<file path="config.mk">
export PLATFORM = sky130hd
export DESIGN_NAME = neighbor_table_update
export DESIGN_NICKNAME = d
export VERILOG_FILES = /design/src/rtl/neighbor_table_update.sv
export SDC_FILE = /design/constraint.sdc
export NUM_CORES = 1
export LEC_CHECK = 0
export ABC_AREA = 1
export CORE_MARGIN = 4
export CORE_UTILIZATION = 57
export CTS_BUF_LIST = sky130_fd_sc_hd__clkbuf_16
export CTS_CLUSTER_DIAMETER = 60
export DETAILED_ROUTE_END_ITERATION = 10
export PLACE_DENSITY_LB_ADDON = 0.25
export SYNTH_ARGS = -nofsm -noshare
export SYNTH_HDL_FRONTEND = slang
export SYNTH_SLANG_ARGS = --single-unit
</file>
<file path="constraint.sdc">
create_clock -name i_clock -period 8.16 [get_ports i_clock]
set_clock_uncertainty 0.1 [all_clocks]
set_input_delay 1.632 -clock i_clock [delete_from_list [all_inputs] [get_ports i_clock]]
set_output_delay 1.632 -clock i_clock [all_outputs]
set_load 0.05 [all_outputs]
</file>
<file path="src/rtl/neighbor_table_update.sv">
// Neighbor table updater: searches the stored neighbor IDs for a packet's source and
// updates the entry or appends a new one. Define NEIGHBOR_ENERGY_EN to also store energy.
module neighbor_table_update (
   input  logic        i_clock,
   input  logic        i_rst,
   input  logic        i_en,
   input  logic        i_start,
   input  logic [15:0] i_node_id,
   input  logic [15:0] i_pkt_src_id,
   input  logic [15:0] i_pkt_cluster_id,
   input  logic [15:0] i_pkt_q_value,
   input  logic [15:0] i_pkt_energy,
   input  logic [15:0] i_data_in,
   output logic [10:0] o_address,
   output logic [15:0] o_data_out,
   output logic        o_wr_en,
   output logic        o_done,
   output logic        o_found,
   output logic        o_full,
   output logic [5:0]  o_index
);

   localparam logic [10:0] AddrId    = 11'h032;
   localparam logic [10:0] AddrCid   = 11'h0B2;
   localparam logic [10:0] AddrQ     = 11'h132;
   localparam logic [10:0] AddrE     = 11'h1B2;
   localparam logic [10:0] AddrCount = 11'h274;
   localparam logic [15:0] MaxCount  = 16'd64;

   typedef enum logic [3:0] {
      StIdle, StStart, StCount, StSearch, StCmp, StWrId, StWrCid, StWrQ, StWrE, StWrCount, StDone
   } state_t;

   state_t      r_state, w_state_d;
   logic [15:0] r_src, r_cid, r_q;
   logic [15:0] r_count, w_count_d;
   logic [15:0] r_i, w_i_d;
   logic        r_found, w_found_d;
   logic        r_full, w_full_d;
   logic [5:0]  r_index, w_index_d;
   logic [10:0] r_address, w_address_d;
   logic [15:0] r_data_out, w_data_out_d;
   logic        r_wr_en, w_wr_en_d;
   logic        r_done, w_done_d;
   logic [15:0] w_count_in;
   logic [10:0] w_slot_off, w_scan_off;
   logic        w_latch;

`ifdef NEIGHBOR_ENERGY_EN
   logic [15:0] r_energy;
`else
   logic [15:0] w_unused_energy;
   assign w_unused_energy = i_pkt_energy;
`endif

   // Stored counts beyond the table capacity are treated as a full table.
   assign w_count_in = (i_data_in > MaxCount) ? MaxCount : i_data_in;
   assign w_latch    = (r_state == StStart) && i_start;

   always_comb begin
      w_state_d = r_state;
      w_count_d = r_count;
      w_i_d     = r_i;
      w_found_d = r_found;
      w_full_d  = r_full;
      w_index_d = r_index;
      case (r_state)
         StIdle: begin
            w_count_d = '0;
            w_i_d     = '0;
            w_found_d = 1'b0;
            w_full_d  = 1'b0;
            w_index_d = '0;
            w_state_d = StStart;
         end
         StStart: begin
            if (i_start) w_state_d = StCount;
         end
         StCount: begin
            w_count_d = w_count_in;
            w_i_d     = '0;
            if (r_src == i_node_id) begin
               w_state_d = StDone;
            end else if (w_count_in == 16'd0) begin
               w_index_d = '0;
               w_state_d = StWrId;
            end else begin
               w_state_d = StSearch;
            end
         end
         StSearch: w_state_d = StCmp;
         StCmp: begin
            if (i_data_in == r_src) begin
               w_found_d = 1'b1;
               w_index_d = r_i[5:0];
               w_state_d = StWrCid;
            end else begin
               w_i_d = r_i + 16'd1;
               if (w_i_d == r_count) begin
                  if (r_count == MaxCount) begin
                     w_full_d  = 1'b1;
                     w_state_d = StDone;
                  end else begin
                     w_index_d = r_count[5:0];
                     w_state_d = StWrId;
                  end
               end else begin
                  w_state_d = StSearch;
               end
            end
         end
         StWrId:  w_state_d = StWrCid;
         StWrCid: w_state_d = StWrQ;
`ifdef NEIGHBOR_ENERGY_EN
         StWrQ:   w_state_d = StWrE;
         StWrE:   w_state_d = r_found ? StDone : StWrCount;
`else
         StWrQ:   w_state_d = r_found ? StDone : StWrCount;
`endif
         StWrCount: w_state_d = StDone;
         StDone:    w_state_d = StDone;
         default:   w_state_d = StIdle;
      endcase
      if (!i_en) w_state_d = StIdle;
   end

   // Bus outputs are registered and describe the access made in the state being entered.
   assign w_slot_off = {4'd0, w_index_d, 1'b0};
   assign w_scan_off = {w_i_d[9:0], 1'b0};

   always_comb begin
      w_address_d  = r_address;
      w_data_out_d = '0;
      w_wr_en_d    = 1'b0;
      w_done_d     = (w_state_d == StDone);
      case (w_state_d)
         StCount:  w_address_d = AddrCount;
         StSearch: w_address_d = AddrId + w_scan_off;
         StWrId: begin
            w_address_d  = AddrId + w_slot_off;
            w_data_out_d = r_src;
            w_wr_en_d    = 1'b1;
         end
         StWrCid: begin
            w_address_d  = AddrCid + w_slot_off;
            w_data_out_d = r_cid;
            w_wr_en_d    = 1'b1;
         end
         StWrQ: begin
            w_address_d  = AddrQ + w_slot_off;
            w_data_out_d = r_q;
            w_wr_en_d    = 1'b1;
         end
`ifdef NEIGHBOR_ENERGY_EN
         StWrE: begin
            w_address_d  = AddrE + w_slot_off;
            w_data_out_d = r_energy;
            w_wr_en_d    = 1'b1;
         end
`endif
         StWrCount: begin
            w_address_d  = AddrCount;
            w_data_out_d = r_count + 16'd1;
            w_wr_en_d    = 1'b1;
         end
         default: ;
      endcase
   end

   always_ff @(posedge i_clock) begin
      if (i_rst) begin
         r_state    <= StIdle;
         r_src      <= '0;
         r_cid      <= '0;
         r_q        <= '0;
         r_count    <= '0;
         r_i        <= '0;
         r_found    <= 1'b0;
         r_full     <= 1'b0;
         r_index    <= '0;
         r_address  <= AddrCount;
         r_data_out <= '0;
         r_wr_en    <= 1'b0;
         r_done     <= 1'b0;
      end else begin
         r_state    <= w_state_d;
         r_count    <= w_count_d;
         r_i        <= w_i_d;
         r_found    <= w_found_d;
         r_full     <= w_full_d;
         r_index    <= w_index_d;
         r_address  <= w_address_d;
         r_data_out <= w_data_out_d;
         r_wr_en    <= w_wr_en_d;
         r_done     <= w_done_d;
         if (w_latch) begin
            r_src <= i_pkt_src_id;
            r_cid <= i_pkt_cluster_id;
            r_q   <= i_pkt_q_value;
         end
      end
   end

`ifdef NEIGHBOR_ENERGY_EN
   always_ff @(posedge i_clock) begin
      if (i_rst)        r_energy <= '0;
      else if (w_latch) r_energy <= i_pkt_energy;
   end
`endif

   assign o_address  = r_address;
   assign o_data_out = r_data_out;
   assign o_wr_en    = r_wr_en;
   assign o_done     = r_done;
   assign o_found    = r_found;
   assign o_full     = r_full;
   assign o_index    = r_index;

endmodule
</file>
==> results.cfg <==
[global_routing]
grt_overflow = 0
antenna_found_initial = 0
grt_pass1_vias = 7387
grt_pass1_wl_um = 35400
grt_max_degree = 79
grt_usage = 0.303

[sta]
setup_viol = 0
timing.setup.tns_ns = 0
maxSlewHeadroom = 0.419
rsz0062_at_grt = no
slew_viol_final = 0
post-route-period-util = 0.619
fin_crit_ns = 5.05
hold_viol = 0
worst_pin_slew_ns = 0.871
max_freq_mhz = 198

[min_path]
min_from = r_q[7]
holdPathStages = 2
hold_class = reg -> reg
worstHoldEndpoint = r_q[7]

[power]
leakage_uw = 0.00362
swShare = 0.241
power_frac_comb = 0.090
p_switching_uw = 360
irDropWorstVdd_mv = 0.165
p_per_area_nw_per_um2 = 165
clock_power_share = 0.505
seqPwrFrac = 0.405
p_int_uw = 1140

[setup_path]
worst-r2r-cell-count = 16
r2r_start = r_src[8]
start_kind = input pin
crit_chain = clkdlybuf4s50_1, xnor2_1, nand4_1, nor3_1, nand3_2, nand2_2, inv_2, o21ai_0, inv_1, ha_1, nand2_1, nand2_1, nand2_1, xor2_1, a21oi_1, nor2_1, nor2_1
cp_data_arrival_time_ns = 5.26
cp_slowest_cell = o21ai_0
cp_slowest_stage_delay_ns = 0.58
crit_type = in -> reg
cp.required_ns = 8.37
r2r_slack_ns = 4.42
regToRegEndpoint = o_address[7]
cp-end-kind = flop
crit_top_cell = nand2_1
cp_max_fo = 18
crit_family = simple AND/OR/NAND/NOR gates
path_buf_inv = 3

[logic_synthesis]
synth_most_common_cell = nand2_1
synth.yosys.seq_area_share = 0.333
synthTopCellsByCount = 288 x nand2_1, 155 x nand3_1, 120 x dfxtp_1
synth_async_sr_flop_share = 0
syn_area_sq_um = 7220
synthCells = 1110
yosysTopAreaCell = dfxtp_1
synth_nets = 1215
syn_avg_cell_area_sq_um = 6.50
ys_types = 45
ys_ff_latch = 120
ys_warn_count = 0
synthTopCellsByArea = dfxtp_1 33%, nand2_1 15%, nand3_1 11%
synth_edf_count = 0
synth.top_cell.area_share = 0.333
ys.flop_type = dfxtp_1

[routing]
drt-total-wl_um = 22100
wl_per_cell_um = 15.8
via_per_inst = 5.65
drt_iter0_markers = 776
drc = 0
dr.pass1.iters = 6
antenna_left = 0
vias = 7862

[place]
routabilityCongestion = 0.948
io_buffers = 119
dp_hpwl_um = 16400

[finish]
nets = 1318
nFillCells = 1053
finish.utilization = 0.742
drive_above_1_share = 0.0760
area_growth_pct = 25.6
antenna_cells = 0

[clocking]
numCtsBuffers = 17
postCtsHoldBufs = 0
clock_path_buffers = 2
cts_tree = done
cts_sinks = 120
root_buffer = clkbuf_16
htree_levels = 4
path_clk_slew_ns = 0.05
cts.repair.resized = 0
post_cts_buffers = 0
clkLatencyLatePin_ns = 0.42

[floorplan]
initial_core_util = 0.591
die_w_um = 121
fp.dieArea_sq_um = 14500
fp.dieH_um = 121
io_pins = 137
core_sq_um = 12200
rows = 40

[status]
status = complete, no violations

[job]
drv_cap = 0
-- routing by layer --
metal	up-vias	share of wire	track usage
met1	3583	0.41	0.382
met3	53	0.088	0.0776
met4	0	0.033	0.120
met5	-	0	0
met2	369	0.47	0.495
li1	3857	-	-
-- worst reg2reg max path, stage by stage (launching register included) --
cell and delay, ns:
dfxtp_1 0.44, xnor2_1 0.15, nand4_1 0.12, nor3_1 0.29, nand3_2 0.43, nand2_2 0.31
inv_2 0.17, o21ai_0 0.58, inv_1 0.11, ha_1 0.23, nand2_1 0.12, nand2_1 0.11
nand2_1 0.09, xor2_1 0.16, a21oi_1 0.09, nor2_1 0.09, nor2_1 0.04
-- registers in the layout (all words and copies together), names as in the netlist --
signal      flops
o_wr_en         1
r_state         4
o_index         6
o_done          1
r_cid          16
r_q            16
r_count        16
o_data_out     16
o_address      10
r_src          16
o_found         1
o_full          1
r_i            16
-- worst max-delay path by stage --
| stage | start | to | slack (ns) | cells after the start |
|---|---|---|---|---|
| final | i_data_in[8] | o_address[7] | 3.11 | 17 |
| after global routing | i_data_in[8] | o_address[7] | 2.73 | 17 |
| after CTS | i_data_in[8] | o_address[7] | 3.22 | 17 |
| after detailed placement | i_data_in[8] | o_address[7] | 2.85 | 17 |
| after global placement | i_data_in[8] | o_address[7] | 2.86 | 17 |
| after floorplan | i_data_in[8] | o_address[7] | 4.14 | 17 |
-- cell usage in the layout (no fill, tap or decap), types with 6 or more instances in the layout --
cell type | synthesis | routed
clkbuf_16 | 0 | 17
dfxtp_1 | 120 | 120
o21ai_1 | 8 | 8
o21ai_0 | 31 | 31
nand4_1 | 31 | 31
nor2_4 | 7 | 7
a41oi_2 | 6 | 6
o22ai_1 | 6 | 6
inv_2 | 11 | 11
nand3_2 | 7 | 7
nand3_1 | 155 | 155
nand2_1 | 288 | 288
nor3_1 | 20 | 20
inv_1 | 106 | 108
nand2_2 | 10 | 10
xor2_1 | 10 | 10
nor2_1 | 98 | 97
xnor2_1 | 27 | 27
a21oi_1 | 82 | 82
clkdlybuf4s50_1 | 0 | 118
-- power by group through the flow --
stage	sequential, uW	combinational (uW)	clock (uW)
after floorplan	625	61.9	0
after global placement	618	131	0
after detailed placement	618	133	0
after CTS	606	134	755
after global routing	607	146	784
final	606	135	755
-- per-stage QoR --
step / area (sq um) / hold WS, ns / setup slack (ns) / power (uW) / instances
2_1_floorplan: 7220 / 0.324 / 4.14 / 687 / 1110
3_3_place_gp: 8480 / 0.341 / 2.86 / 749 / 1362
3_5_place_dp: 8480 / 0.349 / 2.85 / 751 / 1362
4_1_cts: 9060 / 0.358 / 3.22 / 1500 / 1392
5_1_grt: 9060 / 0.379 / 2.73 / 1540 / 1392
6_report: 9060 / 0.357 / 3.11 / 1500 / 1392
-- area by class of cell --
cell class                 instances  area, sq um  area share
clock inverter                    13          158      0.0174
clock buffer                      17          425      0.0469
inverter                         121          457      0.0504
multi-input combinational        830         4190       0.462
timing repair buffer             123         1220       0.134
tap                              168          210      0.0232
sequential                       120         2400       0.265
-- kinds of logic (layout without fill, tap and decap cells) --
kind of cell,after synthesis,after routing,share of synthesized area
AND/OR/NAND/NOR,639,639,0.406
adder cells (fa/ha/maj),5,5,0.00867
other,1,1,0.000520
flip-flops,120,120,0.333
XOR/XNOR,37,37,0.0449
AO/OA/AOI/OAI,148,148,0.120
buffers and inverters,160,274,0.0867
No activity file was read; power rests on OpenSTA's default activity.
